## config.mk

```make
export PLATFORM = sky130hd
export DESIGN_NAME = addr_stream_reader_flat
export DESIGN_NICKNAME = d
export VERILOG_FILES = /design/src/rtl/addr_reader_pkg.sv /design/src/rtl/addr_stream_reader_if.sv /design/src/rtl/addr_reader_fifo.sv /design/src/rtl/addr_stream_reader.sv /design/src/flat_wrapper.sv
export SDC_FILE = /design/constraint.sdc
export NUM_CORES = 1
export LEC_CHECK = 0
export BUFFER_PORTS_ARGS = -buffer_cell sky130_fd_sc_hd__buf_2
export CAP_MARGIN = 10
export CELL_PAD_IN_SITES_DETAIL_PLACEMENT = 2
export CELL_PAD_IN_SITES_GLOBAL_PLACEMENT = 2
export CORE_MARGIN = 2
export CORE_UTILIZATION = 30
export DETAILED_ROUTE_END_ITERATION = 12
export PLACE_DENSITY = 0.64
export RECOVER_POWER = 50
export SLEW_MARGIN = 20
export SYNTH_ARGS = -nofsm -noshare
export SYNTH_HDL_FRONTEND = slang
export SYNTH_SLANG_ARGS = --single-unit
```

## constraint.sdc

```tcl
create_clock -name clk -period 2.05 [get_ports clk]
set_input_delay 0.205 -clock clk [delete_from_list [all_inputs] [get_ports clk]]
set_output_delay 0.205 -clock clk [all_outputs]
set_load 0.01 [all_outputs]
```

## src/rtl/addr_reader_pkg.sv

```systemverilog
// Shared defaults and width helpers for the address stream reader and its return FIFO.
package addr_reader_pkg;

  localparam int DEF_ADDR_W     = 32;
  localparam int DEF_DATA_W     = 32;
  localparam int DEF_RD_LAT     = 2;
  localparam int DEF_FIFO_DEPTH = 4;

  // Width able to hold every value 0..depth (credit and occupancy counters).
  function automatic int cnt_w(input int depth);
    return $clog2(depth + 1);
  endfunction

  // Pointer width for a depth-entry ring; a single-entry ring still needs one bit.
  function automatic int ptr_w(input int depth);
    return (depth > 1) ? $clog2(depth) : 1;
  endfunction

endpackage

```

## src/rtl/addr_stream_reader_if.sv

```systemverilog
// Bus bundle for addr_stream_reader: address input stream, memory read port, data output stream.
interface addr_stream_reader_if
  import addr_reader_pkg::*;
#(
  parameter int ADDR_W     = DEF_ADDR_W,
  parameter int DATA_W     = DEF_DATA_W,
  parameter int FIFO_DEPTH = DEF_FIFO_DEPTH
);
  localparam int CNT_W = cnt_w(FIFO_DEPTH);

  // Streams use valid/ready: a transfer happens on a rising edge where both are high;
  // the producer holds valid and payload stable until that edge, ready may change freely.
  logic              addr_valid;
  logic [ADDR_W-1:0] addr;
  logic              addr_ready;

  logic              mem_rd_en;
  logic [ADDR_W-1:0] mem_addr;
  logic [DATA_W-1:0] mem_rd_data;

  logic              out_valid;
  logic [DATA_W-1:0] out_data;
  logic              out_ready;

  // Debug view of the credit counter (in-flight reads + buffered words).
  logic [CNT_W-1:0]  outstanding;

  modport slave (
    input  addr_valid, addr, mem_rd_data, out_ready,
    output addr_ready, mem_rd_en, mem_addr, out_valid, out_data, outstanding
  );

  modport master (
    output addr_valid, addr, mem_rd_data, out_ready,
    input  addr_ready, mem_rd_en, mem_addr, out_valid, out_data, outstanding
  );

endinterface

```

## src/rtl/addr_reader_fifo.sv

```systemverilog
// First-word-fall-through return buffer; depth need not be a power of two.
module addr_reader_fifo
  import addr_reader_pkg::*;
#(
  parameter int DATA_W = DEF_DATA_W,
  parameter int DEPTH  = DEF_FIFO_DEPTH,
  localparam int CNT_W = cnt_w(DEPTH),
  localparam int PTR_W = ptr_w(DEPTH)
) (
  input  logic              clk,
  input  logic              rst,
  input  logic              push,
  input  logic [DATA_W-1:0] wr_data,
  input  logic              pop,
  output logic [DATA_W-1:0] rd_data,
  output logic              full,
  output logic              empty,
  output logic [CNT_W-1:0]  count
);

  localparam logic [PTR_W-1:0] LAST_PTR = PTR_W'(DEPTH - 1);
  localparam logic [CNT_W-1:0] FULL_CNT = CNT_W'(DEPTH);

  logic [DATA_W-1:0] mem [DEPTH];
  logic [PTR_W-1:0]  wr_ptr;
  logic [PTR_W-1:0]  rd_ptr;
  logic              do_push;
  logic              do_pop;

  function automatic logic [PTR_W-1:0] next_ptr(input logic [PTR_W-1:0] p);
    return (p == LAST_PTR) ? '0 : p + PTR_W'(1);
  endfunction

  assign empty   = (count == '0);
  assign full    = (count == FULL_CNT);
  assign rd_data = mem[rd_ptr];

  // A push into a full FIFO is still legal when the head leaves in the same cycle.
  assign do_pop  = pop && !empty;
  assign do_push = push && (!full || do_pop);

  always_ff @(posedge clk) begin
    if (do_push) begin
      mem[wr_ptr] <= wr_data;
    end
  end

  always_ff @(posedge clk) begin
    if (rst) begin
      wr_ptr <= '0;
      rd_ptr <= '0;
      count  <= '0;
    end else begin
      if (do_push) begin
        wr_ptr <= next_ptr(wr_ptr);
      end
      if (do_pop) begin
        rd_ptr <= next_ptr(rd_ptr);
      end
      case ({do_push, do_pop})
        2'b10:   count <= count + CNT_W'(1);
        2'b01:   count <= count - CNT_W'(1);
        default: count <= count;
      endcase
    end
  end

endmodule

```

## src/rtl/addr_stream_reader.sv

```systemverilog
// Reads one word per accepted address from a fixed-latency memory and returns the words
// in order; a credit counter reserves a buffer slot for every read before it is issued.
module addr_stream_reader
  import addr_reader_pkg::*;
#(
  parameter int ADDR_W     = DEF_ADDR_W,
  parameter int DATA_W     = DEF_DATA_W,
  parameter int RD_LAT     = DEF_RD_LAT,
  parameter int FIFO_DEPTH = DEF_FIFO_DEPTH
) (
  input  logic                 clk,
  input  logic                 rst,
  addr_stream_reader_if.slave  bus
);

  localparam int               CNT_W   = cnt_w(FIFO_DEPTH);
  localparam logic [CNT_W-1:0] CREDITS = CNT_W'(FIFO_DEPTH);

  logic [CNT_W-1:0]  outstanding;
  logic [RD_LAT-1:0] ret_pipe;
  logic              accept;
  logic              pop;
  logic              fifo_push;
  logic              fifo_full;
  logic              fifo_empty;
  logic [CNT_W-1:0]  fifo_count;
  logic [DATA_W-1:0] fifo_head;

  // Ready depends only on the registered credit count (and reset), never on out_ready.
  assign bus.addr_ready  = !rst && (outstanding < CREDITS);
  assign accept          = bus.addr_valid && bus.addr_ready;
  assign bus.mem_rd_en   = accept;
  assign bus.mem_addr    = bus.addr;

  assign bus.out_valid   = !fifo_empty;
  assign bus.out_data    = fifo_head;
  assign pop             = bus.out_valid && bus.out_ready && !rst;
  assign bus.outstanding = outstanding;

  // The last stage marks the cycle in which mem_rd_data belongs to an issued read.
  assign fifo_push = ret_pipe[RD_LAT-1];

  always_ff @(posedge clk) begin
    if (rst) begin
      ret_pipe <= '0;
    end else begin
      ret_pipe[0] <= accept;
      for (int i = 1; i < RD_LAT; i++) begin
        ret_pipe[i] <= ret_pipe[i-1];
      end
    end
  end

  always_ff @(posedge clk) begin
    if (rst) begin
      outstanding <= '0;
    end else begin
      case ({accept, pop})
        2'b10:   outstanding <= outstanding + CNT_W'(1);
        2'b01:   outstanding <= outstanding - CNT_W'(1);
        default: outstanding <= outstanding;
      endcase
    end
  end

  addr_reader_fifo #(
    .DATA_W (DATA_W),
    .DEPTH  (FIFO_DEPTH)
  ) u_fifo (
    .clk     (clk),
    .rst     (rst),
    .push    (fifo_push),
    .wr_data (bus.mem_rd_data),
    .pop     (pop),
    .rd_data (fifo_head),
    .full    (fifo_full),
    .empty   (fifo_empty),
    .count   (fifo_count)
  );

  // Credits make a write into a full buffer impossible; the counter must equal
  // the number of reads still in the pipe plus the words already buffered.
  a_no_overflow : assert property (@(posedge clk) disable iff (rst)
    !(fifo_push && fifo_full));

  a_credit_balance : assert property (@(posedge clk) disable iff (rst)
    int'(outstanding) == $countones(ret_pipe) + int'(fifo_count));

endmodule

```

## src/flat_wrapper.sv

```systemverilog
// flat-port wrapper written by rule: the top's interface ports become plain ports
module addr_stream_reader_flat import addr_reader_pkg::*;
#(
  parameter int ADDR_W     = DEF_ADDR_W,
  parameter int DATA_W     = DEF_DATA_W,
  parameter int RD_LAT     = DEF_RD_LAT,
  parameter int FIFO_DEPTH = DEF_FIFO_DEPTH
)
  (clk, rst, bus_addr_valid, bus_addr, bus_mem_rd_data, bus_out_ready, bus_addr_ready, bus_mem_rd_en, bus_mem_addr, bus_out_valid, bus_out_data, bus_outstanding);
  addr_stream_reader_if #(.ADDR_W(ADDR_W), .DATA_W(DATA_W), .FIFO_DEPTH(FIFO_DEPTH)) bus_i ();
  input  logic clk;
  input  logic rst;
  input wire logic [$bits(bus_i.addr_valid)-1:0] bus_addr_valid;
  input wire logic [$bits(bus_i.addr)-1:0] bus_addr;
  input wire logic [$bits(bus_i.mem_rd_data)-1:0] bus_mem_rd_data;
  input wire logic [$bits(bus_i.out_ready)-1:0] bus_out_ready;
  output wire logic [$bits(bus_i.addr_ready)-1:0] bus_addr_ready;
  output wire logic [$bits(bus_i.mem_rd_en)-1:0] bus_mem_rd_en;
  output wire logic [$bits(bus_i.mem_addr)-1:0] bus_mem_addr;
  output wire logic [$bits(bus_i.out_valid)-1:0] bus_out_valid;
  output wire logic [$bits(bus_i.out_data)-1:0] bus_out_data;
  output wire logic [$bits(bus_i.outstanding)-1:0] bus_outstanding;
  assign bus_i.addr_valid = bus_addr_valid;
  assign bus_i.addr = bus_addr;
  assign bus_i.mem_rd_data = bus_mem_rd_data;
  assign bus_i.out_ready = bus_out_ready;
  assign bus_addr_ready = bus_i.addr_ready;
  assign bus_mem_rd_en = bus_i.mem_rd_en;
  assign bus_mem_addr = bus_i.mem_addr;
  assign bus_out_valid = bus_i.out_valid;
  assign bus_out_data = bus_i.out_data;
  assign bus_outstanding = bus_i.outstanding;
  addr_stream_reader #(.ADDR_W(ADDR_W), .DATA_W(DATA_W), .RD_LAT(RD_LAT), .FIFO_DEPTH(FIFO_DEPTH)) u_core (.clk(clk), .rst(rst), .bus(bus_i));
endmodule
```

### Yosys cells after proc, flatten, opt, wreduce, memory -nomap -nowiden

Memories as Yosys holds them, arrays and structs flattened. A register that Yosys moved wholly into a read port is not among the register bits.
Index checks and enable logic that the tools add are counted.

| cells by class | value |
|---|---|
| $lt $le $gt $ge | 1 |
| eq/ne operators | 7 |
| reductions and logical operators | 13 |
| add/subtract/negate cells | 6 |
| muxes and demuxes | 8 |

Operators with widths:

| cell | number |
|---|---|
| $pmux 3 s2 | 2 |
| $eq 2x2->1 const B | 4 |
| $mux 2 | 4 |
| $add 3x1->3 const B | 2 |
| $logic_and 1x1->1 | 6 |
| $sub 3x1->3 const B | 2 |
| $add 2x1->2 const B | 2 |
| $eq 2x1->1 const B | 2 |
| $reduce_bool 2->1 | 2 |
| $eq 3x3->1 const B | 1 |
| $logic_not 1->1 | 3 |
| $logic_not 3->1 | 1 |
| $lt 3x3->1 const B | 1 |
| $mux 1 | 2 |
| $logic_or 1x1->1 | 1 |

| word-level totals | value |
|---|---|
| memories kept | 1 |
| bits of input ports | 68 |
| bits in registers | 12 |
| logic and storage cells | 41 |
| memory bits (writable) | 128 |
| output and inout bits | 70 |

Memory list:

| memory | depth | width | read ports | clocked after Yosys merged registers in | wr ports | RTL line | source |
|---|---|---|---|---|---|---|---|
| u_core.u_fifo.mem | 4 | 32 | 1 | 1 | 1 | addr_reader_fifo.sv:24 | `logic [DATA_W-1:0] mem [DEPTH];` |

### Logic depth before layout (Yosys ltp)

| logic depth | value |
|---|---|
| depth in word-level cells | 9 |
| depth in mapped cells | 9 |
| mapped depth without buffers | 8 |

### Modules after synthesis

A second synthesis with hierarchy kept.

| unflattened totals | value |
|---|---|
| cell total of the unflattened synthesis | 290 |
| area total of the unflattened synthesis | 5,661.7 um^2 |

By module, submodules not included:

| module | cells each | instances | area an instance (um^2) |
|---|---|---|---|
| addr_reader_fifo | 232 | 1 | 5,195.0 |
| addr_stream_reader | 58 | 1 | 466.7 |

### Worst setup path before layout

OpenSTA, ideal clock, no wires.

| path | value |
|---|---|
| path kind | reg-to-reg |
| start point | reg u_core.u_fifo.count[2] |
| end point | reg u_core.outstanding[2], in the netlist u_core.bus.outstanding[2] |
| arrival | 1.917 ns |
| period minus slack after synthesis | 1.988 ns |
| setup time | 0.071 ns |
| path slack | 0.062 ns |
| buffers on the path | 1 |
| stages on the path, launching flop included | 10 |
| cells stage by stage | dfxtp_1 -> or3_1 -> and2_4 -> buf_6 -> ha_1 -> inv_1 -> fa_1 -> xor2_1 -> or3_1 -> a21oi_1 |

| on the way | value |
|---|---|
| cells in the longest elaborated chain, start to end | 6 |
| elaborated cells between the ends (all ways) | 8 |

RTL lines:

| element | RTL line | source |
|---|---|---|
| from (decl) | addr_reader_fifo.sv:18 | `output logic [CNT_W-1:0] count` |
| from (signal assigned) | addr_reader_fifo.sv:61 | `2'b10: count <= count + CNT_W'(1);` |
| from (signal assigned) | addr_reader_fifo.sv:62 | `2'b01: count <= count - CNT_W'(1);` |
| from (signal assigned) | addr_reader_fifo.sv:63 | `default: count <= count;` |
| $logic_not 3->1 (*) | addr_reader_fifo.sv:34 | `assign empty = (count == '0);` |
| $logic_not 1->1 (*) | addr_stream_reader.sv:35 | `assign bus.out_valid = !fifo_empty;` |
| via bus_out_valid | flat_wrapper.sv:20 | `output wire logic [$bits(bus_i.out_valid)-1:0] bus_out_valid;` |
| $logic_and 1x1->1 (*) (2 in a row) | addr_stream_reader.sv:37 | `assign pop = bus.out_valid && bus.out_ready && !rst;` |
| $eq 2x1->1 / $eq 2x2->1 (equally long branches) | addr_stream_reader.sv:58 | `case ({accept, pop})` |
| $pmux 3 s2 / $reduce_bool 2->1 (equally long branches) | - |  |
| to (signal assigned) | addr_stream_reader.sv:59 | `2'b10: outstanding <= outstanding + CNT_W'(1);` |
| to (signal assigned) | addr_stream_reader.sv:60 | `2'b01: outstanding <= outstanding - CNT_W'(1);` |
| to (signal assigned) | addr_stream_reader.sv:61 | `default: outstanding <= outstanding;` |
| to (decl) | addr_stream_reader.sv:19 | `logic [CNT_W-1:0] outstanding;` |

Mark *: on every way through the listed nets, which the timed path passes. The rest lies on a longest branch.
A chain may end at the register's enable or synchronous reset.

==> results.py <==
metrics = {
    "run_status": {
        "outcome": "completed",
    },
    "finish": {
        "fillerInstances": 1788,
        "diodes": 0,
        "nNetsFinal": 448,
        "drive_gt1_share_pct": 32.5,
        "areaGrowthSynthToFinish_pct": 24.4,
    },
    "clock_tree": {
        "clk_latency_ns": 0.42,
        "htreeDepth": 4,
        "numCtsBuffers": 17,
        "clk_path_buf_depth": 2,
        "post-cts-setup-buffers": 0,
        "path_clk_slew_ns": 0.06,
        "cts-root-buf": "clkbuf_16",
        "cts_num_sinks": 142,
        "cts_tree": "done",
    },
    "grt": {
        "antenna_found_initial": 0,
        "grt_max_degree": 26,
        "grt_overflow": 0,
        "grt_pass1_wl_mm": 18.1,
        "track_usage_pct": 12.5,
        "grt_pass1_vias": 3197,
    },
    "setup_path": {
        "cp_max_fo": 25,
        "cpPeakStageDelay_ns": 0.57,
        "cp_slowest_cell": "mux4_2",
        "worst_setup_path_start_kind": "flip-flop",
        "reg2regPathDepth": 8,
        "endpoint": "bus_out_data[15]",
        "setup.worst_path.end_class": "output port",
        "regToRegSetupSlack_ns": 0.11,
        "critPathBufInv": 2,
        "critPathTopFamily": "multiplexers",
        "crit_required_ns": 1.85,
        "cp.depth": 3,
        "reg2reg_from": "u_core.u_fifo.count[2]$_SDFFE_PP0P_",
        "path_cells": "buf_12 -> mux4_2 -> buf_2",
        "crit_arrival_ns": 1.76,
        "worst-setup-path-type": "reg -> out",
        "timing.rr.end": "u_core.bus.outstanding[2]$_SDFFE_PP0P_",
    },
    "sta": {
        "worst_pin_slew_ns": 0.261,
        "max-slew-margin-rel_pct": 82.5,
        "maxSlewViolCount": 0,
        "fmaxAchievable_ghz": 0.510,
        "skew_ns": 0.00728,
        "hold_violations": 0,
        "setup_viol": 0,
        "timing.setup.tns_ns": 0,
        "finalHoldWorstSlack_ns": 0.0143,
        "final.period_utilization_pct": 95.6,
        "grt_setup_unrepaired": "yes",
        "period_needed_ns": 1.96,
    },
    "power": {
        "p_leak_nw": 2.31,
        "switching_share_pct": 20.1,
        "power_density_nw_per_um2": 973,
        "clkPwrFrac_pct": 46.8,
        "comb_power_share_pct": 5.6,
        "seq_power_share_pct": 47.5,
        "vdd_drop_max_mv": 0.541,
        "p_sw_mw": 1.36,
        "intPower_mw": 5.41,
    },
    "yosys": {
        "syn_area_um2": 5590,
        "netlist_instances": 283,
        "synth_cell_types": 33,
        "yosysWarningCount": 0,
        "yosysTopAreaCell": "edfxtp_1",
        "syn-num-nets": 359,
        "syn-mean-instance-area_um2": 19.8,
        "ys_ff_latch": 142,
        "yosysTopAreaCellShare_pct": 68.7,
        "synth.area.top_cells": "edfxtp_1, mux4_2, dfxtp_1",
        "yosysSeqAreaShare_pct": 73.7,
    },
    "floorplanning": {
        "placeableCoreArea_um2": 18100,
        "die_h_um": 141,
        "die_w_um": 141,
        "io_pins": 138,
        "rows": 49,
        "initial_core_util_pct": 30.8,
        "fp.dieArea_um2": 19800,
    },
    "placed_design": {
        "portBuffers": 73,
        "gp_congestion": 0.688,
        "dpl.hpwl_mm": 7.25,
    },
    "routing": {
        "num_vias": 2816,
        "via_per_inst": 4.59,
        "ant_nets": 0,
        "totalWireLength_mm": 11.5,
        "dr.first_iter.drc_count": 105,
        "drc_errors": 0,
        "firstDrtPassIters": 4,
        "wl_per_cell_um": 18.8,
    },
    "worst_hold_path": {
        "hold_path_class": "in -> reg",
        "whs_path_depth": 2,
        "min_from": "rst",
    },
    "job": {
        "maxCapViolCount": 0,
    },
}
cell usage after synthesis, drive strengths merged:
cell,count
a21oi,3
a22o,1
a31oi,2
and2,5
buf,40
clkbuf,1
dfxtp,14
edfxtp,128
fa,2
ha,6
inv,10
mux2,2
mux2i,2
mux4,32
nand2,3
nand2b,2
nand3b,1
nor2,14
nor2b,2
nor3b,1
o21ai,3
o22ai,1
o31a,1
or2,1
or3,2
or3b,1
xor2,3
layout make-up:
class / instances / area (um2) / share of cell area, %
clock inverters: 12 / 168 / 2.41
clock buffers: 20 / 437 / 6.27
multi-input cells: 90 / 1150 / 16.5
repair buffers: 111 / 752 / 10.8
well taps: 229 / 287 / 4.12
flip-flops and latches: 142 / 4130 / 59.4
inverters: 10 / 37.5 / 0.539
placed cells by master (no fill, tap or decap), types with 3 or more instances in the layout:
master         netlist  final
nor2_1              13     13
clkbuf_16            0     17
a21oi_1              3      3
inv_1               10     10
buf_4               35      9
buf_2                1     36
bufinv_16            0      4
dlygate4sd3_1        0     23
clkbuf_1             1     38
ha_1                 6      5
nand2_1              3      3
buf_12               0      6
mux4_2              32     32
dfxtp_2              0      4
xor2_1               3      3
edfxtp_1           128    128
and2_2               0      4
clkinv_2             0      3
dfxtp_1             14      9
cells by family after synthesis:
family | Yosys count | synth area share [%]
flip-flops | 142 | 73.7
buffers and inverters | 51 | 5.93
multiplexers | 36 | 13.6
AND/OR/NAND/NOR | 32 | 3.00
AO/OA/AOI/OAI | 11 | 1.19
adder cells (fa/ha/maj) | 8 | 2.06
XOR/XNOR | 3 | 0.470
through the flow:
step,power [mW],std cells,instance area [um2],setup slack (ns),util [%]
floorplan,3.54,283,5590,0.0620,-
global placement,3.63,559,6150,0.0798,33.9
detailed placement,3.65,559,6150,0.0435,33.9
CTS,6.89,613,6970,0.0319,38.4
global route,7.03,614,6960,-0.0115,38.4
finish,6.77,614,6960,0.0898,38.4
sequential cells by signal, summed over array words and instances (netlist names), named ones only:
name	count
u_core.bus.outstanding	3
u_core.u_fifo.mem	128
u_core.u_fifo.wr_ptr	2
u_core.ret_pipe	2
u_core.u_fifo.count	3
u_core.u_fifo.rd_ptr	2
power groups by stage:
| stage | logic (mW) | clock network [mW] | registers, mW |
|---|---|---|---|
| 2_1_floorplan | 0.260 | 0 | 3.28 |
| 3_3_place_gp | 0.353 | 0 | 3.28 |
| 3_5_place_dp | 0.365 | 0 | 3.28 |
| 4_1_cts | 0.400 | 3.27 | 3.22 |
| 5_1_grt | 0.427 | 3.39 | 3.22 |
| 6_report | 0.382 | 3.17 | 3.22 |
timing repair:
action                                 CTS  global route
setup endpoints to repair                1             6
hold buffers                            22             1
pin swaps                                0             0
endpoints found under the hold margin   86             2
resized for setup                        1             7
worst min path at each step:
| stage | to | slack (ns) |
|---|---|---|
| finish | u_core.bus.outstanding[2]$_SDFFE_PP0P_ | 0.01 |
| global route | u_core.bus.outstanding[2]$_SDFFE_PP0P_ | 0.02 |
| CTS | u_core.bus.outstanding[2]$_SDFFE_PP0P_ | 0.0008 |
| detailed placement | bus_mem_addr[0] | 0.41 |
| global placement | bus_mem_addr[0] | 0.41 |
| floorplan | u_core.u_fifo.mem[0][0]$_DFFE_PP_ | 0.30 |
per-layer routing:
layer,share of wire [%],global-route usage [%],vias to the layer above
met5,0,0,-
met4,2.1,5.37,0
met3,4.3,4.00,37
met2,52,21.7,67
met1,42,14.3,1464
li1,-,-,1248
Power figures use the tool's default switching activity.
